$ cat config.mk
export PLATFORM = sky130hd
export DESIGN_NAME = axil_decoder_wr_flat
export DESIGN_NICKNAME = d
export VERILOG_FILES = /design/src/rtl/axil_decoder_wr_if.sv /design/src/rtl/axil_decoder_wr.sv /design/src/flat_wrapper.sv
export SDC_FILE = /design/constraint.sdc
export NUM_CORES = 1
export LEC_CHECK = 0
export ABC_CLOCK_PERIOD_IN_PS = 3800
export CAP_MARGIN = 20
export CORE_AREA = 2 2 73 75
export CTS_BUF_LIST = sky130_fd_sc_hd__clkbuf_8
export DETAILED_ROUTE_END_ITERATION = 12
export DIE_AREA = 0 0 75 77
export PLACE_DENSITY = 0.95
export SETUP_SLACK_MARGIN = 0.3
export SYNTH_ARGS = -nofsm -noshare
export SYNTH_HDL_FRONTEND = slang
export SYNTH_SLANG_ARGS = --single-unit
$ cat constraint.sdc
create_clock -name aclk -period 3.8 [get_ports aclk]
set_clock_uncertainty 0.2 [all_clocks]
set_input_delay 0.57 -clock aclk [delete_from_list [all_inputs] [get_ports aclk]]
set_output_delay 0.57 -clock aclk [all_outputs]
set_load 0.005 [all_outputs]
$ cat src/rtl/axil_decoder_wr_if.sv
// Bundle of the AXI-Lite write-side signals seen by the write decoder:
// upstream master, broadcast/per-slave downstream ports and the invalid-address responder.
interface axil_decoder_wr_if #(
  parameter int AXI_DATA_WIDTH = 32,
  parameter int AXI_ADDR_WIDTH = 32,
  parameter int NUM_SLAVES     = 4
);
  logic [AXI_ADDR_WIDTH-1:0]   s_axil_awaddr;
  logic                        s_axil_awvalid;
  logic                        s_axil_awready;
  logic [AXI_DATA_WIDTH-1:0]   s_axil_wdata;
  logic [AXI_DATA_WIDTH/8-1:0] s_axil_wstrb;
  logic                        s_axil_wvalid;
  logic                        s_axil_wready;
  logic [1:0]                  s_axil_bresp;
  logic                        s_axil_bvalid;
  logic                        s_axil_bready;

  logic [AXI_ADDR_WIDTH-1:0]   m_axil_awaddr;
  logic [AXI_DATA_WIDTH-1:0]   m_axil_wdata;
  logic [AXI_DATA_WIDTH/8-1:0] m_axil_wstrb;
  logic [NUM_SLAVES-1:0]       m_axil_awvalid;
  logic [NUM_SLAVES-1:0]       m_axil_wvalid;
  logic [NUM_SLAVES-1:0]       m_axil_bready;
  logic [NUM_SLAVES-1:0]       m_axil_awready;
  logic [NUM_SLAVES-1:0]       m_axil_wready;
  logic [NUM_SLAVES-1:0]       m_axil_bvalid;
  logic [2*NUM_SLAVES-1:0]     m_axil_bresp;

  logic                        slv_invalid;
  logic                        inv_axil_awready;
  logic                        inv_axil_wready;
  logic                        inv_axil_bvalid;
  logic [1:0]                  inv_axil_bresp;
  logic                        inv_axil_bready;

  modport slave (
    input  s_axil_awaddr, s_axil_awvalid, s_axil_wdata, s_axil_wstrb, s_axil_wvalid, s_axil_bready,
    output s_axil_awready, s_axil_wready, s_axil_bresp, s_axil_bvalid,
    output m_axil_awaddr, m_axil_wdata, m_axil_wstrb, m_axil_awvalid, m_axil_wvalid, m_axil_bready,
    input  m_axil_awready, m_axil_wready, m_axil_bvalid, m_axil_bresp,
    output slv_invalid, inv_axil_bready,
    input  inv_axil_awready, inv_axil_wready, inv_axil_bvalid, inv_axil_bresp
  );

  modport master (
    output s_axil_awaddr, s_axil_awvalid, s_axil_wdata, s_axil_wstrb, s_axil_wvalid, s_axil_bready,
    input  s_axil_awready, s_axil_wready, s_axil_bresp, s_axil_bvalid,
    input  m_axil_awaddr, m_axil_wdata, m_axil_wstrb, m_axil_awvalid, m_axil_wvalid, m_axil_bready,
    output m_axil_awready, m_axil_wready, m_axil_bvalid, m_axil_bresp,
    input  slv_invalid, inv_axil_bready,
    output inv_axil_awready, inv_axil_wready, inv_axil_bvalid, inv_axil_bresp
  );
endinterface

$ cat src/rtl/axil_decoder_wr.sv
// AXI-Lite write-channel decoder: routes AW/W/B between one master and NUM_SLAVES
// base/mask windows, falling back to the invalid-address responder on a miss.
module axil_decoder_wr #(
  parameter int AXI_DATA_WIDTH = 32,
  parameter int AXI_ADDR_WIDTH = 32,
  parameter int NUM_SLAVES     = 4,
  parameter logic [NUM_SLAVES*AXI_ADDR_WIDTH-1:0] SLV_BASE =
    {32'h4000_3000, 32'h4000_2000, 32'h4000_1000, 32'h4000_0000},
  parameter logic [NUM_SLAVES*AXI_ADDR_WIDTH-1:0] SLV_MASK = {NUM_SLAVES{32'hFFFF_F000}}
) (
  input logic          aclk,
  input logic          areset,
  axil_decoder_wr_if.slave bus
);
  localparam int N  = NUM_SLAVES;
  localparam int AW = AXI_ADDR_WIDTH;

  typedef enum logic [1:0] {IDLE, FWD, RESP} state_t;

  state_t       state, state_n;
  logic [N:0]   sel, sel_n, dec_sel;
  logic         aw_done, aw_done_n, w_done, w_done_n;
  logic         slv_invalid, slv_invalid_n;
  logic         in_fwd, in_resp;
  logic         sel_awready, sel_wready, sel_bvalid;
  logic [1:0]   sel_bresp;
  logic         awready, wready, bvalid, aw_hs, w_hs;

  // Descending scan so the lowest matching index is the one left standing.
  always_comb begin
    dec_sel    = '0;
    dec_sel[N] = 1'b1;
    for (int i = N - 1; i >= 0; i--) begin
      if ((bus.s_axil_awaddr & SLV_MASK[i*AW +: AW]) ==
          (SLV_BASE[i*AW +: AW] & SLV_MASK[i*AW +: AW])) begin
        dec_sel    = '0;
        dec_sel[i] = 1'b1;
      end
    end
  end

  always_comb begin
    sel_bresp = 2'b00;
    for (int i = 0; i < N; i++) begin
      if (sel[i]) sel_bresp = sel_bresp | bus.m_axil_bresp[2*i +: 2];
    end
    if (sel[N]) sel_bresp = sel_bresp | bus.inv_axil_bresp;
  end

  assign in_fwd      = (state == FWD);
  assign in_resp     = (state == RESP);
  assign sel_awready = (|(sel[N-1:0] & bus.m_axil_awready)) | (sel[N] & bus.inv_axil_awready);
  assign sel_wready  = (|(sel[N-1:0] & bus.m_axil_wready))  | (sel[N] & bus.inv_axil_wready);
  assign sel_bvalid  = (|(sel[N-1:0] & bus.m_axil_bvalid))  | (sel[N] & bus.inv_axil_bvalid);

  assign awready = in_fwd & sel_awready & ~aw_done;
  assign wready  = in_fwd & sel_wready & ~w_done;
  assign bvalid  = in_resp & sel_bvalid;
  assign aw_hs   = bus.s_axil_awvalid & awready;
  assign w_hs    = bus.s_axil_wvalid & wready;

  assign bus.s_axil_awready  = awready;
  assign bus.s_axil_wready   = wready;
  assign bus.s_axil_bvalid   = bvalid;
  assign bus.s_axil_bresp    = in_resp ? sel_bresp : 2'b00;
  assign bus.m_axil_awaddr   = bus.s_axil_awaddr;
  assign bus.m_axil_wdata    = bus.s_axil_wdata;
  assign bus.m_axil_wstrb    = bus.s_axil_wstrb;
  assign bus.m_axil_awvalid  = sel[N-1:0] & {N{in_fwd & bus.s_axil_awvalid & ~aw_done}};
  assign bus.m_axil_wvalid   = sel[N-1:0] & {N{in_fwd & bus.s_axil_wvalid & ~w_done}};
  assign bus.m_axil_bready   = sel[N-1:0] & {N{in_resp & bus.s_axil_bready}};
  assign bus.inv_axil_bready = sel[N] & in_resp & bus.s_axil_bready;
  assign bus.slv_invalid     = slv_invalid;

  always_comb begin
    state_n       = state;
    sel_n         = sel;
    aw_done_n     = aw_done;
    w_done_n      = w_done;
    slv_invalid_n = slv_invalid;
    case (state)
      IDLE: begin
        if (bus.s_axil_awvalid && bus.s_axil_wvalid) begin
          sel_n         = dec_sel;
          slv_invalid_n = dec_sel[N];
          state_n       = FWD;
        end
      end
      FWD: begin
        aw_done_n = aw_done | aw_hs;
        w_done_n  = w_done | w_hs;
        if (aw_done_n && w_done_n) begin
          aw_done_n = 1'b0;
          w_done_n  = 1'b0;
          state_n   = RESP;
        end
      end
      RESP: begin
        if (bvalid && bus.s_axil_bready) begin
          sel_n         = '0;
          slv_invalid_n = 1'b0;
          state_n       = IDLE;
        end
      end
      default: state_n = IDLE;
    endcase
  end

  always_ff @(posedge aclk or posedge areset) begin
    if (areset) begin
      state       <= IDLE;
      sel         <= '0;
      aw_done     <= 1'b0;
      w_done      <= 1'b0;
      slv_invalid <= 1'b0;
    end else begin
      state       <= state_n;
      sel         <= sel_n;
      aw_done     <= aw_done_n;
      w_done      <= w_done_n;
      slv_invalid <= slv_invalid_n;
    end
  end
endmodule
$ cat src/flat_wrapper.sv
// flat-port wrapper written by rule: the top's interface ports become plain ports
module axil_decoder_wr_flat 
#(
  parameter int AXI_DATA_WIDTH = 32,
  parameter int AXI_ADDR_WIDTH = 32,
  parameter int NUM_SLAVES     = 4,
  parameter logic [NUM_SLAVES*AXI_ADDR_WIDTH-1:0] SLV_BASE =
    {32'h4000_3000, 32'h4000_2000, 32'h4000_1000, 32'h4000_0000},
  parameter logic [NUM_SLAVES*AXI_ADDR_WIDTH-1:0] SLV_MASK = {NUM_SLAVES{32'hFFFF_F000}}
)
  (aclk, areset, bus_s_axil_awaddr, bus_s_axil_awvalid, bus_s_axil_wdata, bus_s_axil_wstrb, bus_s_axil_wvalid, bus_s_axil_bready, bus_s_axil_awready, bus_s_axil_wready, bus_s_axil_bresp, bus_s_axil_bvalid, bus_m_axil_awaddr, bus_m_axil_wdata, bus_m_axil_wstrb, bus_m_axil_awvalid, bus_m_axil_wvalid, bus_m_axil_bready, bus_m_axil_awready, bus_m_axil_wready, bus_m_axil_bvalid, bus_m_axil_bresp, bus_slv_invalid, bus_inv_axil_bready, bus_inv_axil_awready, bus_inv_axil_wready, bus_inv_axil_bvalid, bus_inv_axil_bresp);
  axil_decoder_wr_if #(.AXI_DATA_WIDTH(AXI_DATA_WIDTH), .AXI_ADDR_WIDTH(AXI_ADDR_WIDTH), .NUM_SLAVES(NUM_SLAVES)) bus_i ();
  input logic aclk;
  input logic areset;
  input wire logic [$bits(bus_i.s_axil_awaddr)-1:0] bus_s_axil_awaddr;
  input wire logic [$bits(bus_i.s_axil_awvalid)-1:0] bus_s_axil_awvalid;
  input wire logic [$bits(bus_i.s_axil_wdata)-1:0] bus_s_axil_wdata;
  input wire logic [$bits(bus_i.s_axil_wstrb)-1:0] bus_s_axil_wstrb;
  input wire logic [$bits(bus_i.s_axil_wvalid)-1:0] bus_s_axil_wvalid;
  input wire logic [$bits(bus_i.s_axil_bready)-1:0] bus_s_axil_bready;
  output wire logic [$bits(bus_i.s_axil_awready)-1:0] bus_s_axil_awready;
  output wire logic [$bits(bus_i.s_axil_wready)-1:0] bus_s_axil_wready;
  output wire logic [$bits(bus_i.s_axil_bresp)-1:0] bus_s_axil_bresp;
  output wire logic [$bits(bus_i.s_axil_bvalid)-1:0] bus_s_axil_bvalid;
  output wire logic [$bits(bus_i.m_axil_awaddr)-1:0] bus_m_axil_awaddr;
  output wire logic [$bits(bus_i.m_axil_wdata)-1:0] bus_m_axil_wdata;
  output wire logic [$bits(bus_i.m_axil_wstrb)-1:0] bus_m_axil_wstrb;
  output wire logic [$bits(bus_i.m_axil_awvalid)-1:0] bus_m_axil_awvalid;
  output wire logic [$bits(bus_i.m_axil_wvalid)-1:0] bus_m_axil_wvalid;
  output wire logic [$bits(bus_i.m_axil_bready)-1:0] bus_m_axil_bready;
  input wire logic [$bits(bus_i.m_axil_awready)-1:0] bus_m_axil_awready;
  input wire logic [$bits(bus_i.m_axil_wready)-1:0] bus_m_axil_wready;
  input wire logic [$bits(bus_i.m_axil_bvalid)-1:0] bus_m_axil_bvalid;
  input wire logic [$bits(bus_i.m_axil_bresp)-1:0] bus_m_axil_bresp;
  output wire logic [$bits(bus_i.slv_invalid)-1:0] bus_slv_invalid;
  output wire logic [$bits(bus_i.inv_axil_bready)-1:0] bus_inv_axil_bready;
  input wire logic [$bits(bus_i.inv_axil_awready)-1:0] bus_inv_axil_awready;
  input wire logic [$bits(bus_i.inv_axil_wready)-1:0] bus_inv_axil_wready;
  input wire logic [$bits(bus_i.inv_axil_bvalid)-1:0] bus_inv_axil_bvalid;
  input wire logic [$bits(bus_i.inv_axil_bresp)-1:0] bus_inv_axil_bresp;
  assign bus_i.s_axil_awaddr = bus_s_axil_awaddr;
  assign bus_i.s_axil_awvalid = bus_s_axil_awvalid;
  assign bus_i.s_axil_wdata = bus_s_axil_wdata;
  assign bus_i.s_axil_wstrb = bus_s_axil_wstrb;
  assign bus_i.s_axil_wvalid = bus_s_axil_wvalid;
  assign bus_i.s_axil_bready = bus_s_axil_bready;
  assign bus_s_axil_awready = bus_i.s_axil_awready;
  assign bus_s_axil_wready = bus_i.s_axil_wready;
  assign bus_s_axil_bresp = bus_i.s_axil_bresp;
  assign bus_s_axil_bvalid = bus_i.s_axil_bvalid;
  assign bus_m_axil_awaddr = bus_i.m_axil_awaddr;
  assign bus_m_axil_wdata = bus_i.m_axil_wdata;
  assign bus_m_axil_wstrb = bus_i.m_axil_wstrb;
  assign bus_m_axil_awvalid = bus_i.m_axil_awvalid;
  assign bus_m_axil_wvalid = bus_i.m_axil_wvalid;
  assign bus_m_axil_bready = bus_i.m_axil_bready;
  assign bus_i.m_axil_awready = bus_m_axil_awready;
  assign bus_i.m_axil_wready = bus_m_axil_wready;
  assign bus_i.m_axil_bvalid = bus_m_axil_bvalid;
  assign bus_i.m_axil_bresp = bus_m_axil_bresp;
  assign bus_slv_invalid = bus_i.slv_invalid;
  assign bus_inv_axil_bready = bus_i.inv_axil_bready;
  assign bus_i.inv_axil_awready = bus_inv_axil_awready;
  assign bus_i.inv_axil_wready = bus_inv_axil_wready;
  assign bus_i.inv_axil_bvalid = bus_inv_axil_bvalid;
  assign bus_i.inv_axil_bresp = bus_inv_axil_bresp;
  axil_decoder_wr #(.AXI_DATA_WIDTH(AXI_DATA_WIDTH), .AXI_ADDR_WIDTH(AXI_ADDR_WIDTH), .NUM_SLAVES(NUM_SLAVES), .SLV_BASE(SLV_BASE), .SLV_MASK(SLV_MASK)) u_core (.aclk(aclk), .areset(areset), .bus(bus_i));
endmodule
==> flow_results.xml <==
<?xml version="1.0" encoding="UTF-8"?>
<metrics>
  <group name="place">
    <metric name="placement.cell_area" unit="µm²">1700</metric>
    <metric name="port-buffer-count" unit="">88</metric>
    <metric name="detailedPlacementHpwl" unit="µm">2930</metric>
    <metric name="gpl.final_weighted_congestion" unit="">0.774</metric>
    <metric name="number_of_instances_in_the_placed_design" unit="">239</metric>
  </group>
  <group name="sta">
    <metric name="timing.fmax" unit="GHz">0.349</metric>
    <metric name="drv_slew" unit="">0</metric>
    <metric name="setup-violations-final" unit="">0</metric>
    <metric name="setup_total_negative_slack" unit="ns">0</metric>
    <metric name="layout_min_cycle_time" unit="ns">2.86</metric>
    <metric name="rsz0062_at_grt" unit="">false</metric>
    <metric name="fin_crit_share" unit="">0.754</metric>
    <metric name="timing.slew.headroom" unit="">0.630</metric>
    <metric name="slew_at_the_pin_with_the_worst_max_slew_slack" unit="ns">0.553</metric>
    <metric name="final.hold.worst_slack" unit="ns">0.339</metric>
    <metric name="timing_hold_violations_final" unit="">0</metric>
  </group>
  <group name="synthesis">
    <metric name="syn-instance-count" unit="">151</metric>
    <metric name="netlist_top_cells_area" unit="">sky130_fd_sc_hd__buf_4 (41%), sky130_fd_sc_hd__dfrtp_1 (18%), sky130_fd_sc_hd__a222oi_1 (4.0%)</metric>
    <metric name="edff_count_synth" unit="">0</metric>
    <metric name="post_synth_fa_ha_maj_area_fraction" unit="">0</metric>
    <metric name="yosys.cell_types.count" unit="">32</metric>
    <metric name="synth_compound_gate_area_share" unit="">0.166</metric>
    <metric name="post_synth_arst_share" unit="">1.00</metric>
    <metric name="ys_dominant_reg_cell" unit="">sky130_fd_sc_hd__dfrtp_1</metric>
    <metric name="synth_top_cell_area_share" unit="">0.406</metric>
    <metric name="synth_simple_gate_area_frac" unit="">0.205</metric>
    <metric name="yosys_warnings" unit="">0</metric>
    <metric name="ys_seq_elements" unit="">9</metric>
    <metric name="synth_largest_area_cell" unit="">sky130_fd_sc_hd__buf_4</metric>
    <metric name="post-synth-top-count-cell" unit="">sky130_fd_sc_hd__buf_4</metric>
    <metric name="mappedNetlistNets" unit="">249</metric>
    <metric name="post_synth_instance_area" unit="µm²">1260</metric>
    <metric name="parity_gate_share_of_the_synthesized_area_counting_xor_and_xnor_cells" unit="">0</metric>
    <metric name="syn_avg_cell_area" unit="µm²">8.32</metric>
    <metric name="synth_mux_area_frac" unit="">0.0269</metric>
    <metric name="ys_top_cells_by_count" unit="">sky130_fd_sc_hd__buf_4 (68), sky130_fd_sc_hd__dfrtp_1 (9), sky130_fd_sc_hd__and3_1 (8)</metric>
    <metric name="dominant_combinational_cell_family_by_area_after_synthesis" unit="">buffers and inverters</metric>
    <metric name="synth.yosys.seq_area_share" unit="">0.179</metric>
  </group>
  <group name="final_layout">
    <metric name="proportion_of_layout_cells_with_a_drive_suffix_above_1" unit="">0.0751</metric>
    <metric name="area.sequential" unit="µm²">225</metric>
    <metric name="final-instance-count-excl-fill" unit="">243</metric>
    <metric name="fin_nets" unit="">272</metric>
    <metric name="n_fill_cell" unit="">509</metric>
    <metric name="final_design_area_no_fill" unit="µm²">1740</metric>
    <metric name="area_growth_syn_to_layout" unit="%">38.7</metric>
    <metric name="multi_input_logic_area" unit="µm²">500</metric>
    <metric name="insertedDiodeCount" unit="">0</metric>
  </group>
  <group name="detailed_routing">
    <metric name="drt_first_pass_iters" unit="">4</metric>
    <metric name="via_per_inst" unit="">4.56</metric>
    <metric name="post_drt_wl_per_cell" unit="µm">14.8</metric>
    <metric name="remaining_antenna_violation_count_after_routing" unit="">0</metric>
    <metric name="detail_route.drc_violations" unit="">0</metric>
    <metric name="drt-total-wl" unit="µm">3600</metric>
    <metric name="drtIter0Drc" unit="">103</metric>
    <metric name="vias" unit="">1109</metric>
  </group>
  <group name="cts">
    <metric name="cts_inserted_buffers" unit="">3</metric>
    <metric name="cts_root_buf" unit="">sky130_fd_sc_hd__clkbuf_8</metric>
    <metric name="clk_pin_slew_worst_setup_hold_paths" unit="ns">0.04</metric>
    <metric name="clk-insertion-delay-late" unit="ns">0.23</metric>
    <metric name="post_cts_setup_buffer_count" unit="">0</metric>
    <metric name="clock_tree.htree_level_count" unit="">1</metric>
    <metric name="cts.sinks" unit="">9</metric>
    <metric name="cts_tree" unit="">yes</metric>
    <metric name="post_cts_hold_buffer_count" unit="">0</metric>
    <metric name="post_cts.resized_instances" unit="">0</metric>
    <metric name="clock_path_buffers" unit="">2</metric>
  </group>
  <group name="setup_path">
    <metric name="regToRegStartpoint" unit="">u_core.sel[1]</metric>
    <metric name="cpPeakStageDelay" unit="ns">0.49</metric>
    <metric name="cp_slowest_cell" unit="">sky130_fd_sc_hd__a222oi_1</metric>
    <metric name="critPathArrivalTime" unit="ns">2.09</metric>
    <metric name="start_kind" unit="">input port</metric>
    <metric name="critical_path_required" unit="ns">3.03</metric>
    <metric name="critPathMostFrequentCell" unit="">sky130_fd_sc_hd__clkdlybuf4s50_1</metric>
    <metric name="setup.worst_path.class" unit="">in -&gt; out</metric>
    <metric name="timing.critical_path.fanout_max" unit="">3</metric>
    <metric name="timing.critical_path.buf_inv" unit="">2</metric>
    <metric name="critical_path.startpoint" unit="">bus_m_axil_awready[0]</metric>
    <metric name="crit_chain" unit="">clkdlybuf4s50_1, a222oi_1, a211oi_1, clkdlybuf4s50_1</metric>
    <metric name="cp_capture_type" unit="">output port</metric>
    <metric name="path_delay_family" unit="">buffers and inverters</metric>
  </group>
  <group name="grt">
    <metric name="maximum_number_of_pins_on_one_net_before_global_route_repair" unit="">10</metric>
    <metric name="groute.usage.overall" unit="">0.115</metric>
    <metric name="grt_antenna_before_repair" unit="">0</metric>
    <metric name="grt_overflow_total" unit="">0</metric>
    <metric name="via_count_of_the_first_global_routing_pass" unit="">1094</metric>
    <metric name="wire_length_of_the_first_global_routing_pass" unit="µm">5120</metric>
  </group>
  <group name="pwr">
    <metric name="lkg_pwr" unit="nW">0.681</metric>
    <metric name="power_density" unit="nW/µm²">279</metric>
    <metric name="vdd_drop_max" unit="mV">0.0988</metric>
  </group>
  <group name="flow_run">
    <metric name="drv.max_cap_violation_count" unit="">0</metric>
  </group>
  <group name="worst_hold_path">
    <metric name="holdCritPathClass" unit="">reg -&gt; reg</metric>
    <metric name="holdCritStartpoint" unit="">u_core.w_done</metric>
  </group>
  <group name="floorplan">
    <metric name="initial_utilization" unit="">0.252</metric>
    <metric name="floorplan.die.height" unit="µm">77</metric>
    <metric name="floorplan.core_area" unit="µm²">4980</metric>
    <metric name="pin_count" unit="">185</metric>
    <metric name="floorplan.die.width" unit="µm">75</metric>
    <metric name="floorplan.die_area" unit="µm²">5780</metric>
    <metric name="placementRows" unit="">26</metric>
  </group>
  <group name="run_status">
    <metric name="status" unit="">complete, no violations</metric>
  </group>
</metrics>
## where the power goes
part | switching (mW) | internal, mW | total (mW) | leakage [nW]
Sequential | 0.0313 | 0.117 | 0.148 | 0.118
Combinational | 0.0933 | 0.138 | 0.231 | 0.537
Clock | 0.0374 | 0.0703 | 0.108 | 0.0269
Total | 0.162 | 0.325 | 0.487 | 0.681
## sequential cells by signal (all words and copies together), names as in the netlist
| signal | flops |
|---|---|
| u_core.w_done | 1 |
| u_core.state | 2 |
| u_core.aw_done | 1 |
| u_core.sel | 5 |
## kinds of logic (layout without fill, tap and decap cells)
| kind of cell | Yosys count | after routing |
|---|---|---|
| muxes | 3 | 3 |
| DFF | 9 | 9 |
| buffers and inverters | 71 | 93 |
| and+or+nand+nor | 43 | 43 |
| AOI/OAI and AO/OA | 25 | 25 |
## cell type report
cell class / count / area share
Timing Repair Buffer: 88 / 0.505
Sequential cell: 9 / 0.129
Clock inverter: 1 / 0.00215
Multi-Input combinational cell: 71 / 0.287
Clock buffer: 3 / 0.0237
Inverter: 1 / 0.00215
Tap cell: 70 / 0.0503
## metrics by stage
| step | setup WS (ns) | total power, mW | util |
|---|---|---|---|
| floorplan | 1.80 | 0.300 | - |
| global placement | 1.02 | 0.372 | 0.341 |
| detailed placement | 0.948 | 0.378 | 0.341 |
| CTS | 0.919 | 0.492 | 0.350 |
| global route | 0.789 | 0.521 | 0.350 |
| finish | 0.936 | 0.487 | 0.350 |
## layout by cell type, fill, tap and decap left out, drive strengths merged, types with 2 or more instances in the layout
| master | count |
|---|---|
| a21boi | 2 |
| nand2 | 4 |
| inv | 2 |
| and3 | 10 |
| nor4 | 5 |
| clkbuf | 3 |
| a222oi | 5 |
| nand3 | 3 |
| a22oi | 5 |
| a21oi | 5 |
| clkdlybuf4s50 | 88 |
| nor2 | 4 |
| o22a | 2 |
| nand2b | 4 |
| and2 | 5 |
| nor3 | 3 |
| mux2 | 3 |
| dfrtp | 9 |
## layer usage
metal	vias to the layer above	routed length, µm	global-route usage
li1	519	-	-
met1	505	1170	0.102
met2	65	1850	0.210
met3	20	428	0.0420
met4	0	148	0.0714
met5	-	0	0
## path summary, 6_finish.rpt
check	end	slack (ns)	cells after the start
max	bus_s_axil_awready	0.94	4
min	u_core.w_done	0.34	1
max reg2reg	u_core.sel[1]	1.68	4
min reg2reg	u_core.w_done	0.34	1
max in group asynchronous	u_core.w_done	2.75	2
min in group asynchronous	u_core.sel[2]	0.40	2
Note: power is estimated with default switching activity, not from simulation.
